**src/rtl/adc_uart_pkg.sv**
```systemverilog
// adc_uart_pkg
//   Shared constants and types for the ADC-to-UART framer and any future
//   receiver-side frame checker.
//   FRAME_LEN         : bytes per frame (sync, ch1 hi/lo, ch2 hi/lo, checksum)
//   SYNC_BYTE_DEFAULT : default leading sync byte
//   IDX_W             : width of the byte index within a frame
//   state_t           : framer FSM state encoding (ST_IDLE, ST_SEND)
package adc_uart_pkg;

    localparam int          FRAME_LEN         = 6;
    localparam logic [7:0]  SYNC_BYTE_DEFAULT = 8'hA5;
    localparam int          IDX_W             = 3;

    typedef enum logic {
        ST_IDLE = 1'b0,
        ST_SEND = 1'b1
    } state_t;

endpackage

```
**src/rtl/frame_checksum.sv**
```systemverilog
// frame_checksum
//   Combinational XOR checksum over the four payload bytes of a frame.
//   ch1 : channel 1 sample (16 bits)
//   ch2 : channel 2 sample (16 bits)
//   chk : ch1[15:8] ^ ch1[7:0] ^ ch2[15:8] ^ ch2[7:0]
module frame_checksum (
    input  logic [15:0] ch1,
    input  logic [15:0] ch2,
    output logic [7:0]  chk
);

    assign chk = ch1[15:8] ^ ch1[7:0] ^ ch2[15:8] ^ ch2[7:0];

endmodule

```
**src/rtl/adc_uart_framer.sv**
```systemverilog
// adc_uart_framer
//   Decimates ADC ch1/ch2 sample pairs, packs one pair into a 6-byte frame
//   (sync, ch1 hi, ch1 lo, ch2 hi, ch2 lo, checksum) and streams it over an
//   AXI-stream style handshake into uart_tx.
//   i_clock/i_reset     : clock, synchronous active-high reset
//   i_enable            : capture enable; low holds the decimation counter at 0
//   i_sample_valid      : one-cycle strobe, i_ch1/i_ch2 carry a new pair
//   o_tdata/o_tvalid    : byte stream toward uart_tx
//   i_tready            : uart_tx ready
//   o_busy              : frame in flight
//   o_frame_done        : one-cycle pulse on the last-byte handshake
//   o_overrun           : saturating count of due captures dropped while busy
module adc_uart_framer
    import adc_uart_pkg::*;
#(
    parameter int         DECIM     = 1024,
    parameter logic [7:0] SYNC_BYTE = SYNC_BYTE_DEFAULT,
    parameter int         OVR_WIDTH = 8
) (
    input  logic                 i_clock,
    input  logic                 i_reset,
    input  logic                 i_enable,
    input  logic                 i_sample_valid,
    input  logic [15:0]          i_ch1,
    input  logic [15:0]          i_ch2,
    output logic [7:0]           o_tdata,
    output logic                 o_tvalid,
    input  logic                 i_tready,
    output logic                 o_busy,
    output logic                 o_frame_done,
    output logic [OVR_WIDTH-1:0] o_overrun
);

    localparam int               CNT_W    = (DECIM > 1) ? $clog2(DECIM) : 1;
    localparam logic [CNT_W-1:0] CNT_LAST = CNT_W'(DECIM - 1);
    localparam logic [IDX_W-1:0] IDX_LAST = IDX_W'(FRAME_LEN - 1);

    logic [CNT_W-1:0] decim_cnt;
    logic             due;
    state_t           state;
    logic [IDX_W-1:0] idx;
    logic [IDX_W-1:0] idx_nxt;
    logic [15:0]      ch1_q;
    logic [15:0]      ch2_q;
    logic [7:0]       chk_q;
    logic [7:0]       chk_in;
    logic [7:0]       next_byte;

    // A capture is due on the valid sample that completes a decimation period.
    assign due = i_enable & i_sample_valid & (decim_cnt == CNT_LAST);

    // Decimation counter runs independently of the FSM so the capture cadence
    // stays fixed even when frames are being dropped.
    always_ff @(posedge i_clock) begin
        if (i_reset || !i_enable) begin
            decim_cnt <= '0;
        end else if (i_sample_valid) begin
            decim_cnt <= due ? '0 : decim_cnt + 1'b1;
        end
    end

    frame_checksum u_checksum (
        .ch1 (i_ch1),
        .ch2 (i_ch2),
        .chk (chk_in)
    );

    // Byte presented after the current one is accepted; o_tdata is loaded from
    // here so the output stays registered.
    assign idx_nxt = idx + 1'b1;

    always_comb begin
        next_byte = SYNC_BYTE;
        case (idx_nxt)
            3'd1:    next_byte = ch1_q[15:8];
            3'd2:    next_byte = ch1_q[7:0];
            3'd3:    next_byte = ch2_q[15:8];
            3'd4:    next_byte = ch2_q[7:0];
            3'd5:    next_byte = chk_q;
            default: next_byte = SYNC_BYTE;
        endcase
    end

    always_ff @(posedge i_clock) begin
        if (i_reset) begin
            state        <= ST_IDLE;
            idx          <= '0;
            ch1_q        <= '0;
            ch2_q        <= '0;
            chk_q        <= '0;
            o_tvalid     <= 1'b0;
            o_tdata      <= 8'h00;
            o_busy       <= 1'b0;
            o_frame_done <= 1'b0;
            o_overrun    <= '0;
        end else begin
            o_frame_done <= 1'b0;
            case (state)
                ST_IDLE: begin
                    if (due) begin
                        ch1_q    <= i_ch1;
                        ch2_q    <= i_ch2;
                        chk_q    <= chk_in;
                        idx      <= '0;
                        state    <= ST_SEND;
                        o_tvalid <= 1'b1;
                        o_tdata  <= SYNC_BYTE;
                        o_busy   <= 1'b1;
                    end
                end
                ST_SEND: begin
                    // Still SEND on the last-byte handshake, so a capture due
                    // in that same cycle is dropped too.
                    if (due && (o_overrun != '1)) begin
                        o_overrun <= o_overrun + 1'b1;
                    end
                    // o_tvalid is always 1 in SEND, so i_tready alone marks
                    // the handshake.
                    if (i_tready) begin
                        if (idx == IDX_LAST) begin
                            state        <= ST_IDLE;
                            idx          <= '0;
                            o_tvalid     <= 1'b0;
                            o_tdata      <= 8'h00;
                            o_busy       <= 1'b0;
                            o_frame_done <= 1'b1;
                        end else begin
                            idx     <= idx_nxt;
                            o_tdata <= next_byte;
                        end
                    end
                end
                default: begin
                    state <= ST_IDLE;
                end
            endcase
        end
    end

endmodule

```
**config.mk**
```make
export PLATFORM = sky130hd
export DESIGN_NAME = adc_uart_framer
export DESIGN_NICKNAME = d
export VERILOG_FILES = /design/src/rtl/adc_uart_pkg.sv /design/src/rtl/frame_checksum.sv /design/src/rtl/adc_uart_framer.sv
export SDC_FILE = /design/constraint.sdc
export NUM_CORES = 1
export LEC_CHECK = 0
export CELL_PAD_IN_SITES_DETAIL_PLACEMENT = 1
export CELL_PAD_IN_SITES_GLOBAL_PLACEMENT = 1
export CORE_ASPECT_RATIO = 0.6
export CORE_MARGIN = 2
export CORE_UTILIZATION = 31
export DETAILED_ROUTE_END_ITERATION = 10
export MAX_ROUTING_LAYER = met4
export PLACE_DENSITY_LB_ADDON = 0.05
export SETUP_SLACK_MARGIN = 0.05
export SYNTH_ARGS = -nofsm -noshare
export SYNTH_HDL_FRONTEND = slang
export SYNTH_SLANG_ARGS = --single-unit
```
**constraint.sdc**
```tcl
create_clock -name i_clock -period 2.2 [get_ports i_clock]
set_input_delay 0.44 -clock i_clock [delete_from_list [all_inputs] [get_ports i_clock]]
set_output_delay 0.44 -clock i_clock [all_outputs]
set_load 0.05 [all_outputs]
```
* Word-level counts from Yosys, hierarchy flattened
Cells that the tools add are included.
** Cells by class
- Reduce and logical (&&, ||, !) cells :: 8
- Muxes and demuxes :: 19
- Add/sub/neg operators :: 3
- Bitwise gates (word level) :: 7
- Eq/ne operators :: 11
** Operators with widths (count)
- $pmux W8 S5 :: 1
- $mux W8 :: 3
- $xor A8 B8 Y8 :: 3
- $pmux W8 S2 :: 1
- $add A10 B1 Y10 const B :: 1
- $eq A10 B10 Y1 const B :: 1
- $mux W10 :: 1
- $eq A3 B3 Y1 const B :: 3
- $mux W3 :: 3
- $add A8 B1 Y8 const B :: 1
- $ne A8 B8 Y1 const B :: 1
- $mux W1 :: 7
- $eq A3 B2 Y1 const B :: 2
- $pmux W3 S2 :: 1
- $reduce_and A2 Y1 :: 3
- $ne A2 B2 Y1 const B :: 2
- $pmux W1 S2 :: 2
- $add A3 B1 Y3 const B :: 1
- $eq A3 B1 Y1 const B :: 1
- $reduce_and A3 Y1 :: 1
- $reduce_or A3 Y1 :: 1
- $and A1 B1 Y1 :: 2
- $ne A2 B1 Y1 const B :: 1
- $not A1 Y1 :: 2
- other kinds (3) :: 3
** Word-level totals
- Register bits after elaboration :: 72

* Depth between registers and ports, before layout
Gate-level depths: netlist (run 1).
- Depth in word-level cells :: 6
- Mapped depth :: 9
- Mapped depth without buffers :: 6

* Hierarchy
Synthesis (run 1) repeated with hierarchy kept, for this count alone.
** Unflattened totals
- Cell total of the unflattened synthesis :: 410
- Area, all modules :: 3384.5 um2
** By module, submodules not included
- adc_uart_framer :: cells each 386, times used 1, area each 3174.3 um2, sequential area each 1441.4 um2
- frame_checksum :: cells each 24, times used 1, area each 210.2 um2, sequential area each 0.0 um2

* Worst setup path after synthesis (run 1)
Ideal clock, no wire load.
- Kind :: register to register
- Start :: register idx[0]
- End :: register o_tdata[1]
- Library setup time :: 71 ps
- Arrival :: 2220 ps
- Data required time :: 2129 ps
- Setup slack :: -91 ps
- Clock period less this slack :: 2291 ps
- Stages on the path, launching flop included :: 9
- Path through :: dfxtp_1 > clkbuf_1 > buf_1 > and2_1 > ha_1 > clkbuf_1 > o221ai_1 > or3b_2 > o2bb2ai_1
** Between the ends
- Longest elaborated chain between the ends :: 6
** Ends and longest elaborated chain
- start, declared :: RTL line adc_uart_framer.sv:41 : logic [IDX_W-1:0] idx;
- start signal, assigned :: RTL line adc_uart_framer.sv:128 : idx <= idx_nxt;
- $add A3 B1 Y3 :: RTL line adc_uart_framer.sv:70 : assign idx_nxt = idx + 1'b1;
- $eq A3 B3 Y1 (tied with other cells) :: RTL line adc_uart_framer.sv:74 : case (idx_nxt)
- $pmux W8 S5 :: RTL line adc_uart_framer.sv:74
- $mux W8 * :: RTL line adc_uart_framer.sv:120 : if (idx == IDX_LAST) begin
- $mux W8 * :: RTL line adc_uart_framer.sv:119 : if (i_tready) begin
- $pmux W8 S2 * :: RTL line adc_uart_framer.sv:98 : case (state)
- end signal, assigned :: RTL line adc_uart_framer.sv:129 : o_tdata <= next_byte;
- end, declared :: RTL line adc_uart_framer.sv:26 : output logic [7:0] o_tdata,
Every way passes the cells marked *; elsewhere a longest branch is shown, timed or not. The select of a mux whose other input is x is not followed.
A chain may end at the register's enable or synchronous reset.

* Worst setup path after layout (run 1)
- Start :: register o_overrun[2]
- End :: output port o_overrun[2]
** RTL lines
- start, declared :: RTL line adc_uart_framer.sv:31 : output logic [OVR_WIDTH-1:0] o_overrun
- start signal, assigned :: RTL line adc_uart_framer.sv:115 : o_overrun <= o_overrun + 1'b1;
No word-level cell between the ends.

==> impl_metrics.py, run 1 <==
metrics = {
    "run_status": {
        "status": "finished clean",
    },
    "clock_network": {
        "cts_root_buf": "clkbuf_16",
        "numCtsBuffers": 9,
        "cts_tree": "built",
        "clkTransAtPathRegs_ns": 0.06,
        "clk_latency_ns": 0.34,
        "cts_sinks": 72,
        "ctsHoldBuffers": 0,
        "cts_buffer_depth": 2,
        "htreeDepth": 3,
    },
    "sta": {
        "rsz0062_at_grt": "true",
        "fin_crit_sh_pct": 94.9,
        "worst_hold_slack_ns": 0.407,
        "fmax_ghz": 0.479,
        "slew_violations": 0,
        "finalClockSkew_ns": 0.00625,
        "final-setup-viol-count": 0,
        "setup_slack_ns": 0.111,
        "hold_violations": 0,
        "slew_headroom_pct": 55.6,
        "period_needed_ns": 2.09,
        "worst_pin_slew_ns": 0.662,
    },
    "pwr": {
        "power.density_nw_per_um2": 651,
        "internal-power_mw": 2.34,
        "p_leak_nw": 1.52,
        "pwr-share-clk_pct": 50.3,
        "peakVddDrop_mv": 0.339,
        "switchingPower_mw": 0.645,
        "netSwitchingFraction_pct": 21.6,
        "seqPwrFrac_pct": 43.7,
        "combPwrFrac_pct": 5.9,
    },
    "critical_path": {
        "cpPeakStageDelay_ns": 0.85,
        "critPathMaxFanout": 8,
        "crit_buf_inv": 1,
        "critPathTopFamily": "buffers and inverters",
        "end_kind": "output port",
        "worstSetupStartpointType": "flip-flop",
        "arrival_ns": 1.65,
        "worstPathCellList": "clkdlybuf4s50_1",
        "critPathKind": "reg2out",
        "worst-endpoint-required_ns": 1.76,
        "slowest_stage": "clkdlybuf4s50_1",
    },
    "synthesis": {
        "async_reset_ff_share_pct": 0,
        "ys_ff_latch": 72,
        "synthTopCellsByCount": "nand2_1 (92), dfxtp_1 (72), a21oi_1 (53)",
        "synth_edf_count": 0,
        "ys_types": 45,
        "syn_area_per_cell_um2": 8.20,
        "synth.most_common_cell": "nand2_1",
        "yosysTopAreaCell": "dfxtp_1",
        "syn-num-nets": 446,
        "syn_inst": 406,
        "synthFlopType": "dfxtp_1",
        "yosysWarnings": 0,
        "synth_top_area_share_pct": 43.3,
        "synthTopCellsByArea": "dfxtp_1 (43%), nand2_1 (10%), a21oi_1 (8.0%)",
        "ys_seq_area_share_pct": 43.3,
        "syn-cell-area_um2": 3330,
    },
    "routing": {
        "drc": 0,
        "vias": 3098,
        "wl_um": 9800,
        "wl_per_cell_um": 15.7,
        "drt-initial-drc-count": 150,
        "first_pass_iters": 4,
        "viasPerCell": 4.96,
        "ant_nets": 0,
    },
    "floorplan": {
        "die_h_um": 84.3,
        "initial_utilization_pct": 31.6,
        "ioPinCount": 56,
        "die_area_um2": 11600,
        "coreArea_um2": 10500,
        "die_w_um": 138,
        "rows": 29,
    },
    "flow_run": {
        "drv_cap": 0,
    },
    "cells_and_area": {
        "fin_area_um2": 4590,
        "utilization_pct": 43.6,
        "n_antenna_cell": 0,
        "syn_to_final_growth_pct": 37.8,
        "layout.nets": 520,
        "n_fill_cell": 1257,
        "drive_gt1_share_pct": 14.0,
    },
    "global_route": {
        "grt_max_degree": 25,
        "grtUsageTotal_pct": 18.7,
        "grt_pass1_wl_um": 16300,
        "grt_pass1_vias": 3171,
        "overflow": 0,
        "antenna_found_initial": 0,
    },
    "placement": {
        "place_worst_setup_slack_ns": -0.428,
        "io_buffer_count": 55,
        "dp_hpwl_um": 7180,
        "place.gp.congestion": 0.725,
        "placed_cell_area_um2": 4240,
    },
    "hold_path": {
        "min_path_type": "in2reg",
    },
}
flip-flops by register name, summed over array words and instances, names as in the netlist:
signal	count
state	1
o_frame_done	1
o_overrun	8
chk_q	8
ch1_q	16
ch2_q	16
o_busy	1
idx	3
decim_cnt	10
o_tdata	8
per-stage QoR:
step | std cells | power (mW) | setup TNS, ns
floorplan | 406 | 1.41 | 0
global placement | 608 | 1.51 | -11.89
detailed placement | 608 | 1.51 | -12.22
CTS | 624 | 3.02 | 0
global route | 624 | 3.09 | 0
finish | 624 | 2.99 | 0
area by class of cell:
class / instances / area [um2] / area share, %
clock inverters: 5 / 55.1 / 1.20
multi-input cells: 302 / 1820 / 39.6
well taps: 139 / 174 / 3.79
inverters: 4 / 15.0 / 0.327
clock buffers: 11 / 253 / 5.51
repair buffers: 91 / 831 / 18.1
flip-flops and latches: 72 / 1440 / 31.5
power by group through the flow:
stage / clock, mW / combinational (mW) / sequential (mW)
global route: 1.59 / 0.192 / 1.31
CTS: 1.53 / 0.178 / 1.31
detailed placement: 0 / 0.178 / 1.33
floorplan: 0 / 0.0774 / 1.34
finish: 1.50 / 0.177 / 1.31
global placement: 0 / 0.176 / 1.33
path summary, 6_finish.rpt:
path / start / slack [ns] / endpoint / cells after the start
max reg2reg: decim_cnt[1] / 0.13 / o_overrun[7] / 6
min: i_reset / 0.41 / chk_q[5] / 2
min reg2reg: ch1_q[11] / 0.45 / ch1_q[11] / 2
max: o_overrun[2] / 0.11 / o_overrun[2] / 1
what timing repair did:
item / in CTS / in global routing
pin swaps: 0 / 1
setup endpoints to repair: 7 / 17
buffers inserted: 0 / 0
resized for setup: 6 / 6
metal layers:
metal / share of wire [%] / vias up / track usage [%]
met4: 0.97 / 0 / 5.66
met3: 3.8 / 12 / 4.77
met1: 54 / 1472 / 25.9
met5: 0 / - / -
met2: 42 / 51 / 26.7
li1: - / 1563 / -
cells in the final DEF, fill, tap and decap left out, types with 2 or more instances in the layout:
cell type / instances
a211oi_1: 3
a21oi_1: 53
a222oi_1: 4
a31oi_1: 2
and2_1: 3
and3_1: 2
buf_4: 34
clkbuf_16: 9
clkbuf_8: 2
clkdlybuf4s50_1: 53
clkinv_2: 2
clkinvlp_4: 2
dfxtp_1: 70
dfxtp_2: 2
inv_1: 4
mux2i_1: 8
nand2_1: 92
nand2b_1: 7
nand3_1: 9
nand4_1: 4
nor2_1: 21
nor2b_1: 2
nor3_1: 11
nor4_1: 2
o21ai_0: 2
o2bb2ai_1: 9
o31ai_1: 4
or3b_2: 3
or4_1: 6
xnor2_1: 22
xor2_1: 11
logic make-up (layout without fill, tap and decap cells):
group	count (synthesis)	in the layout	share of synthesized area (%)
compound gates	87	87	16.3
simple gates	170	170	24.1
buf+inv	32	111	3.83
flops	72	72	43.3
fa+ha+maj	3	3	1.13
mux	9	9	2.74
xor+xnor	33	33	8.68
Power figures use the tool's default switching activity.
==> inputs of run 2 (changes only) <==
--- a/config.mk
+++ b/config.mk
@@ -7,7 +7,6 @@
 export LEC_CHECK = 0
 export CELL_PAD_IN_SITES_DETAIL_PLACEMENT = 1
 export CELL_PAD_IN_SITES_GLOBAL_PLACEMENT = 1
-export CORE_ASPECT_RATIO = 0.6
 export CORE_MARGIN = 2
 export CORE_UTILIZATION = 31
 export DETAILED_ROUTE_END_ITERATION = 10
==> impl_metrics.py, run 2 (synthesis results as in run 1) <==
metrics = {
    "run_status": {
        "status": "finished clean",
    },
    "sta": {
        "period_needed_ns": 2.06,
        "hold_violations": 0,
        "final-setup-viol-count": 0,
        "slew_headroom_pct": 58.5,
        "rsz0062_at_grt": "false",
        "finalClockSkew_ns": 0.0113,
        "worst_pin_slew_ns": 0.618,
        "setup_slack_ns": 0.145,
        "fmax_ghz": 0.487,
        "worst_hold_slack_ns": 0.451,
        "slew_violations": 0,
        "fin_crit_sh_pct": 93.4,
    },
    "global_route": {
        "grt_pass1_wl_um": 15600,
        "grtUsageTotal_pct": 17.5,
        "overflow": 0,
        "grt_pass1_vias": 3239,
        "grt_max_degree": 27,
        "antenna_found_initial": 0,
    },
    "routing": {
        "ant_nets": 0,
        "drt-initial-drc-count": 99,
        "first_pass_iters": 4,
        "viasPerCell": 4.94,
        "drc": 0,
        "vias": 3078,
        "wl_um": 8930,
        "wl_per_cell_um": 14.3,
    },
    "cells_and_area": {
        "fin_cells": 623,
        "regArea_um2": 1440,
        "mostFrequentLayoutCell": "nand2_1",
        "utilization_pct": 44.1,
        "fin_area_um2": 4570,
        "layout.nets": 522,
        "reg.largest.list": "ch1_q: 16 flops, ch2_q: 16 flops, decim_cnt: 10 flops",
        "layout_common_cells": "nand2_1 (92), dfxtp_1 (70), clkdlybuf4s50_1 (52), a21oi_1 (51), buf_4 (33)",
        "multi_input_area_um2": 1860,
        "n_fill_cell": 1252,
        "drive_gt1_share_pct": 14.6,
        "syn_to_final_growth_pct": 37.4,
        "n_antenna_cell": 0,
    },
    "hold_path": {
        "hp-start": "ch1_q[11]",
        "min_path_type": "reg2reg",
    },
    "floorplan": {
        "rows": 37,
        "initial_utilization_pct": 32.1,
        "coreArea_um2": 10400,
        "die_w_um": 108,
        "ioPinCount": 56,
        "die_area_um2": 11600,
        "die_h_um": 108,
    },
    "clock_network": {
        "htreeDepth": 3,
        "cts_setup_buffers": 0,
        "cts_tree": "built",
        "numCtsBuffers": 9,
        "clkTransAtPathRegs_ns": 0.08,
        "cts_sinks": 72,
        "cts_buffer_depth": 2,
        "cts_root_buf": "clkbuf_8",
        "clk_latency_ns": 0.35,
    },
    "critical_path": {
        "crit_path_start": "decim_cnt[1]",
        "r2r_start": "decim_cnt[1]",
        "cpPeakStageDelay_ns": 0.55,
        "worstSetupStartpointType": "flip-flop",
        "arrival_ns": 2.30,
        "worst-endpoint-required_ns": 2.44,
        "worstPathCellList": "ha_4 -> nand4_4 -> or4_4 -> buf_6 -> nor4b_2 -> mux2_2",
        "end_kind": "flip-flop",
        "slowest_stage": "or4_4",
        "critPathMaxFanout": 15,
        "critPathKind": "reg2reg",
    },
    "placement": {
        "io_buffer_count": 55,
        "dpl.cell_count": 607,
        "placed_cell_area_um2": 4290,
        "place.gp.congestion": 0.759,
        "dp_hpwl_um": 6560,
        "place_worst_setup_slack_ns": -0.375,
    },
    "pwr": {
        "power.density_nw_per_um2": 558,
        "peakVddDrop_mv": 0.219,
        "p_leak_nw": 1.52,
    },
    "flow_run": {
        "drv_cap": 0,
    },
}
## run 2: worst max-delay path, delay by kind of cell, from the launching register on
family	cells	cell delay [ns]
buffers and inverters	1	0.17
DFF	1	0.36
and+or+nand+nor	3	0.92
adders and majority gates	1	0.15
muxes	1	0.35
## run 2: metal layers
| metal | vias up | track usage [%] | wire length (um) |
|---|---|---|---|
| met5 | - | - | 0 |
| met4 | 0 | 6.59 | 106 |
| met3 | 8 | 3.21 | 291 |
| met2 | 52 | 28.3 | 4280 |
| met1 | 1455 | 21.9 | 4260 |
| li1 | 1563 | - | - |
## run 2: timing repair
item                                    4_1_cts  5_1_grt
pin swaps                                     1        0
hold buffers                                  0        0
gates resized for setup                       4       14
endpoints found under the setup margin        7       32
## run 2: final cells by class
| class | instances | area share (%) |
|---|---|---|
| clock buffers | 13 | 3.47 |
| flip-flops and latches | 72 | 31.6 |
| multi-input cells | 302 | 40.6 |
| inverters | 4 | 0.328 |
| clock inverters | 3 | 0.876 |
| repair buffers | 93 | 19.5 |
| well taps | 136 | 3.72 |
## run 2: final timing paths
check | slack (ns) | cells past startpoint | to
setup / recovery | 0.14 | 6 | o_overrun[7]
hold / removal | 0.45 | 2 | ch1_q[11]
hold reg to reg | 0.45 | 2 | ch1_q[11]
setup reg to reg | 0.14 | 6 | o_overrun[7]
## run 2: where the power goes
group          total [mW]  switching (mW)  internal, mW
combinational       0.177          0.0738         0.103
clock                1.07           0.487         0.584
sequential           1.30         0.00129          1.30
## run 2: per-stage QoR
stage	TNS (ns)	total power [mW]
finish	0	2.55
global route	0	2.68
CTS	0	2.60
detailed placement	-12.68	1.51
global placement	-11.68	1.51
floorplan	0	1.41
